<file path="config.mk">
export PLATFORM = sky130hd
export DESIGN_NAME = unified_mem_arbiter
export DESIGN_NICKNAME = d
export VERILOG_FILES = /design/src/rtl/unified_mem_arbiter.sv
export SDC_FILE = /design/constraint.sdc
export NUM_CORES = 1
export LEC_CHECK = 0
export ABC_AREA = 0
export BUFFER_PORTS_ARGS = -buffer_cell sky130_fd_sc_hd__buf_4
export CAP_MARGIN = 20
export CELL_PAD_IN_SITES_DETAIL_PLACEMENT = 2
export CELL_PAD_IN_SITES_GLOBAL_PLACEMENT = 2
export CORE_MARGIN = 2
export CORE_UTILIZATION = 10
export CTS_CLUSTER_SIZE = 12
export DETAILED_ROUTE_END_ITERATION = 10
export PLACE_DENSITY = 0.83
export SLEW_MARGIN = 10
export SYNTH_ARGS = -nofsm -noshare
export SYNTH_HDL_FRONTEND = slang
export SYNTH_SLANG_ARGS = --single-unit
</file>
<file path="constraint.sdc">
create_clock -name clk -period 2.2 [get_ports clk]
set_clock_uncertainty 0.2 [all_clocks]
set_input_delay 0.44 -clock clk [delete_from_list [all_inputs] [get_ports clk]]
set_output_delay 0.44 -clock clk [all_outputs]
set_load 0.005 [all_outputs]
</file>
<file path="src/rtl/unified_mem_arbiter.sv">
// Shares one single-port, word-wide memory between instruction fetch and load/store.
// Data wins by default; a saturating streak counter bounds how long a waiting fetch can starve.
module unified_mem_arbiter #(
  parameter int ADDR_W     = 32,
  parameter int STREAK_MAX = 4
) (
  input  logic              clk,
  input  logic              reset,

  input  logic              if_req,
  input  logic [ADDR_W-1:0] if_addr,
  output logic              if_gnt,
  output logic              if_rvalid,
  output logic [31:0]       if_rdata,

  input  logic              d_req,
  input  logic              d_we,
  input  logic [3:0]        d_be,
  input  logic [ADDR_W-1:0] d_addr,
  input  logic [31:0]       d_wdata,
  output logic              d_gnt,
  output logic              d_rvalid,
  output logic [31:0]       d_rdata,

  output logic              mem_en,
  output logic              mem_we,
  output logic [3:0]        mem_be,
  output logic [ADDR_W-3:0] mem_addr,
  output logic [31:0]       mem_wdata,
  input  logic [31:0]       mem_rdata
);

  localparam logic [3:0] STREAK_LIM = 4'(STREAK_MAX);

  logic [3:0] streak_q, streak_d;
  logic       fetch_rd_q, fetch_rd_d;
  logic       data_rd_q, data_rd_d;
  logic       fetch_win, data_win;

  // Memory is word addressed, so the byte offsets never reach it.
  logic unused_addr_lsbs;
  assign unused_addr_lsbs = ^{if_addr[1:0], d_addr[1:0]};

  // Grants are suppressed while reset is held so nothing touches memory.
  always_comb begin
    fetch_win = 1'b0;
    data_win  = 1'b0;
    if (reset) begin
      if (d_req && !(if_req && streak_q >= STREAK_LIM)) begin
        data_win = 1'b1;
      end else if (if_req) begin
        fetch_win = 1'b1;
      end
    end
  end

  always_comb begin
    streak_d   = streak_q;
    fetch_rd_d = fetch_win;
    data_rd_d  = data_win && !d_we;
    if (!if_req || fetch_win) begin
      streak_d = '0;
    end else if (data_win && streak_q < STREAK_LIM) begin
      streak_d = streak_q + 4'd1;
    end
  end

  always_ff @(posedge clk or negedge reset) begin
    if (!reset) begin
      streak_q   <= '0;
      fetch_rd_q <= 1'b0;
      data_rd_q  <= 1'b0;
    end else begin
      streak_q   <= streak_d;
      fetch_rd_q <= fetch_rd_d;
      data_rd_q  <= data_rd_d;
    end
  end

  always_comb begin
    mem_en    = 1'b0;
    mem_we    = 1'b0;
    mem_be    = 4'h0;
    mem_addr  = '0;
    mem_wdata = '0;
    if (fetch_win) begin
      mem_en   = 1'b1;
      mem_be   = 4'hF;
      mem_addr = if_addr[ADDR_W-1:2];
    end else if (data_win) begin
      mem_en    = 1'b1;
      mem_we    = d_we;
      mem_be    = d_be;
      mem_addr  = d_addr[ADDR_W-1:2];
      mem_wdata = d_wdata;
    end
  end

  assign if_gnt    = fetch_win;
  assign d_gnt     = data_win;
  assign if_rvalid = fetch_rd_q;
  assign d_rvalid  = data_rd_q;
  assign if_rdata  = fetch_rd_q ? mem_rdata : 32'h0;
  assign d_rdata   = data_rd_q  ? mem_rdata : 32'h0;

endmodule
</file>
; Word-level counts from Yosys, hierarchy flattened
; Index checks and enable logic that the tools add are counted.
; Widths: inputs -> output; s select.
[totals]
regBits = 6
out_inout_bits = 136
[classes]
magnitude_cmp = 2
add_sub_neg = 1
reduce_logical = 9
n_mux = 19
[op_table]
columns = op, count
row1 = $mux 32, 4
row2 = $mux 30, 2
row3 = $mux 4, 4
row4 = $mux 1, 9
row5 = $add 4x1->4 const B, 1
row6 = $ge 4x3->1 const B, 1
row7 = $logic_and 1x1->1, 4
row8 = $lt 4x3->1 const B, 1
row9 = $logic_not 1->1, 3
row10 = $reduce_bool 2->1, 1
row11 = $logic_or 1x1->1, 1

; Longest topological paths before layout
; Gate-level depths: netlist of run 1.
[depth]
ltp_word = 9
ltp_mapped = 5
mapped_depth_nobuf = 3

; Least setup slack after synthesis of run 1
; OpenSTA, ideal clock, no wires.
[synth_path]
path_kind = input port to output port
startpoint = in d_req
endpoint = out mem_addr[0]
cell_stages = 4
t_required_ns = 1.560
arrival_time_ns = 1.155
setup_slack_ns = 0.405
cell_sequence = buf_4 > nor3b_4 > buf_6 > o22ai_1
[synth_between]
elab_chain_len = 5
[synth_rtl]
columns = element, line_no
row1 = "start, declared", 16  ; input logic d_req,
row2 = $logic_and 1x1->1 (*), 49  ; if (d_req && !(if_req && streak_q >= STREAK_LIM)) begin
row3 = $mux 1, 49
row4 = $mux 1, 48  ; if (reset) begin
row5 = $mux 30, 90  ; end else if (data_win) begin
row6 = $mux 30 (*), 86  ; if (fetch_win) begin
row7 = "end, declared", 28  ; output logic [ADDR_W-3:0] mem_addr,
; Mark *: on every way between the ends. The rest lies on a longest branch, timed or not.

; Worst setup path after layout of run 1
[layout_path]
startpoint = reg streak_q[3]
endpoint = out mem_addr[17]
[layout_between]
elab_chain_len = 8
[layout_rtl]
columns = element, line_no
row1 = "start, declared", 35  ; logic [3:0] streak_q, streak_d;
row2 = "start signal, assigned", 74  ; streak_q <= streak_d;
row3 = $ge 4x3->1 (*), 49
row4 = $logic_and 1x1->1 (*), 49
row5 = $logic_not 1->1 (*), 49
row6 = $logic_and 1x1->1 (*), 49
row7 = $mux 1, 49
row8 = $mux 1, 48
row9 = $mux 30, 90
row10 = $mux 30 (*), 86
; Marks and branches as above.

==> impl_metrics.yaml, run 1 <==
detailed_routing:
  firstDrtPassIters: 4
  antenna_left: 0
  drcViolationCount: 0
  via_per_inst: 4.12
  vias: 2959
  drtIter0Drc: 57
  wl_um: 11100
  wire_per_inst_um: 15.5
power:
  ir_drop_v: 0.000134
  finalPower_w: 0.000966
  powerDensity_nw_per_um2: 245
  leakagePower_nw: 2.12
floorplanning:
  fp.dieH_um: 131
  core-area_um2: 15800
  start_util_pct: 10.2
  ios: 273
  die_x_um: 131
  die_area_um2: 17100
  rows: 46
logic_synthesis:
  yosys.area.top_type: "and2_1"
  seq_area_frac_synth_pct: 9.32
  ys_ff_latch: 6
  netlist_area_um2: 1610
  synth_cells: 251
  syn_nets: 389
  synth.avg_cell_area_um2: 6.42
  ys_types: 24
  synthTopCellsByArea: "and2_1, nand3_1, and3_1"
  synth_top_area_share_pct: 25.3
  ys_warn_count: 0
layout:
  fin_nets: 643
  n_fill_cell: 1889
  layout_commonest_cell: "buf_4"
  final_cell_mix: "buf_4, and2_1, nand3_1"
  area_delta_synth_final_pct: 145
  n_antenna_cell: 0
  drive_gt1_share_pct: 57.3
clocking:
  cts_tree: "yes"
  clockBufferDepth: 2
  clkTransAtPathRegs_ns: 0.03
  cts_max_level: 1
  clk_latency_ns: 0.23
  cts_inserted_buffers: 3
  root_buffer: "clkbuf_16"
  cts_num_sinks: 6
sta:
  post-route-period-util_pct: 97.5
  finalCriticalPeriod_ns: 2.15
  finalHoldViolCount: 0
  rsz0062_at_grt: "false"
  setup_tns_ns: 0
  tightestPinTransition_ns: 0.323
  slew_viol_final: 0
  setup_violations: 0
  max_freq_ghz: 0.466
  slew_headroom_pct: 78.5
worst_setup_path:
  startpoint_type: "flop"
  crit_required_ns: 1.56
  reg2reg_setup_slack_ns: 0.80
  critPathMaxStageDelay_ns: 0.47
  crit_buf_inv: 2
  cp.arrival_ns: 1.51
  worstPathCellList: "o21a_1 > buf_12 > o22ai_1 > buf_4"
  timing_worst_setup_path_type: "reg -> out"
  critPathTopFamily: "compound AO/OA/AOI/OAI gates"
  path_max_fanout: 31
  cp-end-kind: "output port"
  critPathSlowestCell: "dfrtp_1"
min_path:
  hold_path.class: "in -> async"
flow_run:
  drv_cap: 0
global_routing:
  first_global_vias: 3102
  grt_usage_pct: 12.0
  overflow: 0
  grt_pass1_wl_um: 16400
  antenna_found_initial: 0
  grt_max_degree: 42
outcome:
  outcome: "finished clean"
placement:
  port_buffers: 268
  dpl.hpwl_um: 9270
  place_congestion: 0.704
-- flip-flops by register name, summed over array words and instances (netlist names) --
register and count:
if_rvalid 1, d_rvalid 1, streak_q 4
-- metrics by stage --
stage / std cells / utilization [%] / hold slack (ns) / setup slack (ns) / instance area (µm²)
after floorplan: 251 / - / -0.0556 / 0.405 / 1610
after global placement: 715 / 24.3 / 0.0804 / 0.204 / 3850
after detailed placement: 715 / 24.3 / 0.0832 / 0.152 / 3850
after CTS: 719 / 24.9 / 0.0647 / 0.0109 / 3940
after global routing: 719 / 24.9 / 0.0759 / 0.00188 / 3950
final: 719 / 24.9 / 0.0578 / 0.0540 / 3950
-- power breakdown --
group / leakage [nW] / switching, W / internal (W)
sequential: 0.0821 / 0.00000171 / 0.000114
combinational: 2.00 / 0.000210 / 0.000341
clock: 0.0370 / 0.0000650 / 0.000234
-- worst paths after layout --
check | startpoint | to | depth (start not counted)
setup / recovery | streak_q[3] | mem_addr[17] | 4
hold / removal | reset | d_rvalid | 2
setup reg to reg | streak_q[0] | streak_q[1] | 3
hold reg to reg | streak_q[1] | streak_q[1] | 1
max in group asynchronous | reset | if_rvalid | 2
min in group clk | d_we | d_rvalid | 2
-- kinds of logic after synthesis --
kind of cell,share of synthesized area [%]
flip-flops,9.32
AND/OR/NAND/NOR,61.7
buffers and inverters,11.3
AO/OA/AOI/OAI,16.9
adder cells (fa/ha/maj),0.777
-- cells in the mapped netlist --
master and count:
and2_1 65, nand3_1 60, and3_1 34, o22ai_1 30
buf_2 15, clkbuf_1 13, dfrtp_1 6, buf_6 4
o2bb2ai_1 4, nand2_1 3, a22o_1 2, nor2_1 2
o21a_1 2, and2_4 1, buf_4 1, clkbuf_2 1
ha_1 1, nand3b_1 1, nor2b_1 1, nor3_1 1
nor3b_4 1, nor4b_1 1, o21ai_2 1, o41ai_1 1
-- per-layer routing --
metal | wire, µm | up-vias | global-route usage [%]
li1 | - | 1404 | -
met1 | 3910 | 1413 | 12.6
met2 | 6120 | 135 | 24.0
met3 | 1030 | 7 | 3.46
met4 | 66 | 0 | 1.63
met5 | 0 | - | 0
-- cell type report --
type | count | area, µm² | area share, %
timing repair buffer | 283 | 2170 | 55.0
tap | 216 | 270 | 6.85
sequential | 6 | 150 | 3.80
clock buffer | 3 | 75.1 | 1.90
multi-input combinational | 211 | 1280 | 32.4
-- what timing repair did --
item	CTS	global route
endpoints found under the hold margin	1	0
setup buffers	0	0
hold buffers	1	0
gates resized for setup	0	2
endpoints found under the setup margin	0	22
Power figures use the tool's default switching activity.
==> run 2: changes to the inputs <==
- ABC_AREA: 0 -> 1
- CELL_PAD_IN_SITES_DETAIL_PLACEMENT: 2 -> default
- CELL_PAD_IN_SITES_GLOBAL_PLACEMENT: 2 -> default
- CORE_AREA: default -> 2 2 107 109
- CORE_MARGIN: 2 -> default
- CORE_UTILIZATION: 10 -> default
- DIE_AREA: default -> 0 0 109 111
- PLACE_DENSITY: 0.83 -> 0.53
==> run 2 against run 1 <==
Net effect:
- utilization is 9.0 points higher
- wire length is 35% lower
- count of clock-buffer cells in the layout stayed put
==> impl_metrics.yaml, run 2 <==
outcome:
  outcome: "finished clean"
logic_synthesis:
  synthTopCellsByArea: "nand2_1, inv_1, dfrtp_1"
  synth-edff-count: 0
  synthArstFlopShare_pct: 100
  synth_cells: 339
  ys_ff_latch: 6
  synth-main-ff-cell: "dfrtp_1"
  ys_types: 19
  syn_nets: 477
  ys_warn_count: 0
  yosysMostFrequentCell: "nand2_1"
  synth.avg_cell_area_um2: 4.47
  netlist_area_um2: 1520
  seq_area_frac_synth_pct: 9.90
  yosys.area.top_type: "nand2_1"
  synth_top_area_share_pct: 41.8
  ys_top_cells_by_count: "nand2_1, inv_1, nor2_1"
sta:
  post-route-period-util_pct: 95.4
  slew_headroom_pct: 78.0
  rsz0062_at_grt: "false"
  layout_setup_ws_ns: 0.101
  tightestPinTransition_ns: 0.330
  setup_violations: 0
  finalCriticalPeriod_ns: 2.10
  slew_viol_final: 0
  setup_tns_ns: 0
  max_freq_ghz: 0.477
  finalHoldViolCount: 0
clocking:
  cts_inserted_buffers: 3
  clk_latency_ns: 0.23
  cts_setup_buffers: 0
  cts_num_sinks: 6
  cts_tree: "yes"
  cts_max_level: 1
  clkTransAtPathRegs_ns: 0.03
  clockBufferDepth: 2
  root_buffer: "clkbuf_16"
layout:
  design_area_um2: 3750
  max_flop_register: "streak_q"
  multi_input_area_um2: 876
  fin_nets: 741
  post-route-util_pct: 33.9
  area_delta_synth_final_pct: 148
  layout_commonest_cell: "buf_4"
  ff_latch_area_um2: 151
  largest_reg_flops: 4
  drive_gt1_share_pct: 47.3
  final_cell_mix: "buf_4, nand2_1, inv_1"
  n_antenna_cell: 0
  n_fill_cell: 1208
flow_run:
  drv_cap: 0
floorplanning:
  ios: 273
  core-area_um2: 11100
  rows: 39
  die_area_um2: 12100
  die_x_um: 109
  fp.dieH_um: 111
  start_util_pct: 13.7
detailed_routing:
  antenna_left: 0
  wire_per_inst_um: 9.65
  via_per_inst: 3.66
  vias: 2723
  drtIter0Drc: 80
  drcViolationCount: 0
  wl_um: 7180
  firstDrtPassIters: 4
worst_setup_path:
  path_max_fanout: 35
  cp-end-kind: "output port"
  crit_required_ns: 1.56
  startpoint_type: "flop"
  cp.arrival_ns: 1.46
  timing_worst_setup_path_type: "reg -> out"
global_routing:
  grt_max_degree: 36
  antenna_found_initial: 0
  first_global_vias: 2458
  grt_pass1_wl_um: 10600
  grt_usage_pct: 10.6
  overflow: 0
power:
  power_frac_seq_pct: 12.8
  p_switching_w: 0.000270
  powerDensity_nw_per_um2: 250
  switching_share_pct: 28.8
  p_int_w: 0.000667
  p_clk_share_pct: 31.7
  leakagePower_nw: 2.80
  finalPower_w: 0.000937
  ir_drop_v: 0.000193
  pwr-share-comb_pct: 55.5
placement:
  port_buffers: 268
  place_area_um2: 3640
  place_congestion: 0.763
  pre_cts_ws_ns: 0.153
  dpl.hpwl_um: 6120
min_path:
  hold_path.class: "in -> reg"
==> run 2: cell types whose count changed after synthesis, moves of 7 or more <==
| cell | change |
|---|---|
| inv_1 | +99 |
| and3_1 | -33 |
| nand2_1 | +166 |
| clkbuf_1 | -7 |
| o22ai_1 | -30 |
| and2_1 | -65 |
| buf_2 | -12 |
| nor2_1 | +33 |
| nand3_1 | -59 |
==> run 2: what timing repair did <==
item / 4_1_cts / 5_1_grt
pin swaps: 0 / 2
endpoints found under the hold margin: 6 / 0
cloned: 0 / 0
resized for setup: 1 / 8
hold buffers: 1 / 0
setup endpoints to repair: 1 / 43
==> run 2: final cells by class <==
| type | instances | share of cell area (%) |
|---|---|---|
| timing repair buffer | 274 | 55.2 |
| multi-input combinational | 216 | 23.3 |
| inverter | 102 | 10.7 |
| tap | 143 | 4.77 |
| sequential | 6 | 4.03 |
| clock buffer | 3 | 2.00 |
==> run 2: cell families (layout without fill, tap and decap cells) <==
| kind of cell | Yosys count | after routing | share of synthesized area [%] |
|---|---|---|---|
| AND/OR/NAND/NOR | 212 | 212 | 54.8 |
| buffers and inverters | 117 | 379 | 32.5 |
| flip-flops | 6 | 6 | 9.90 |
| AO/OA/AOI/OAI | 2 | 2 | 1.40 |
| adder cells (fa/ha/maj) | 1 | 1 | 0.825 |
| XOR/XNOR | 1 | 1 | 0.578 |
==> run 2: worst max-delay path: stages (launching register included) <==
cell      delay (ns)
dfrtp_2         0.43
o21ai_4         0.21
nand3_4         0.15
clkinv_8        0.15
nand2_1         0.07
nand2_1         0.09
buf_4           0.11
==> run 2: worst paths after layout <==
path | start | to | slack [ns] | cells after the start
worst min register to register | streak_q[1] | streak_q[1] | 0.35 | 2
worst min-delay path | d_we | d_rvalid | 0.18 | 2
worst max register to register | streak_q[2] | streak_q[1] | 0.70 | 8
min in group asynchronous | reset | streak_q[0] | 0.46 | 2
worst max-delay path | streak_q[2] | mem_addr[12] | 0.10 | 6
max in group asynchronous | reset | streak_q[2] | 1.09 | 2
==> run 2: power by group through the flow <==
| stage | combinational [W] | sequential (W) | clock, W |
|---|---|---|---|
| finish | 0.000520 | 0.000120 | 0.000297 |
| global route | 0.000577 | 0.000121 | 0.000313 |
| CTS | 0.000523 | 0.000120 | 0.000304 |
| detailed placement | 0.000518 | 0.000121 | 0 |
| global placement | 0.000514 | 0.000121 | 0 |
| floorplan | 0.000155 | 0.000122 | 0 |
==> run 2: stage by stage <==
step	hold slack [ns]	cells
after global placement	0.0704	740
after global routing	0.182	744
after CTS	0.178	744
after detailed placement	0.0727	740
final	0.176	744
after floorplan	-0.0556	339
==> run 2: routing by layer <==
layer	vias to the layer above	part of all wire, %	track usage [%]
li1	1438	-	-
met1	1121	36	10.2
met2	156	52	21.5
met3	8	11	2.47
met4	0	1.3	3.08
met5	-	0	0
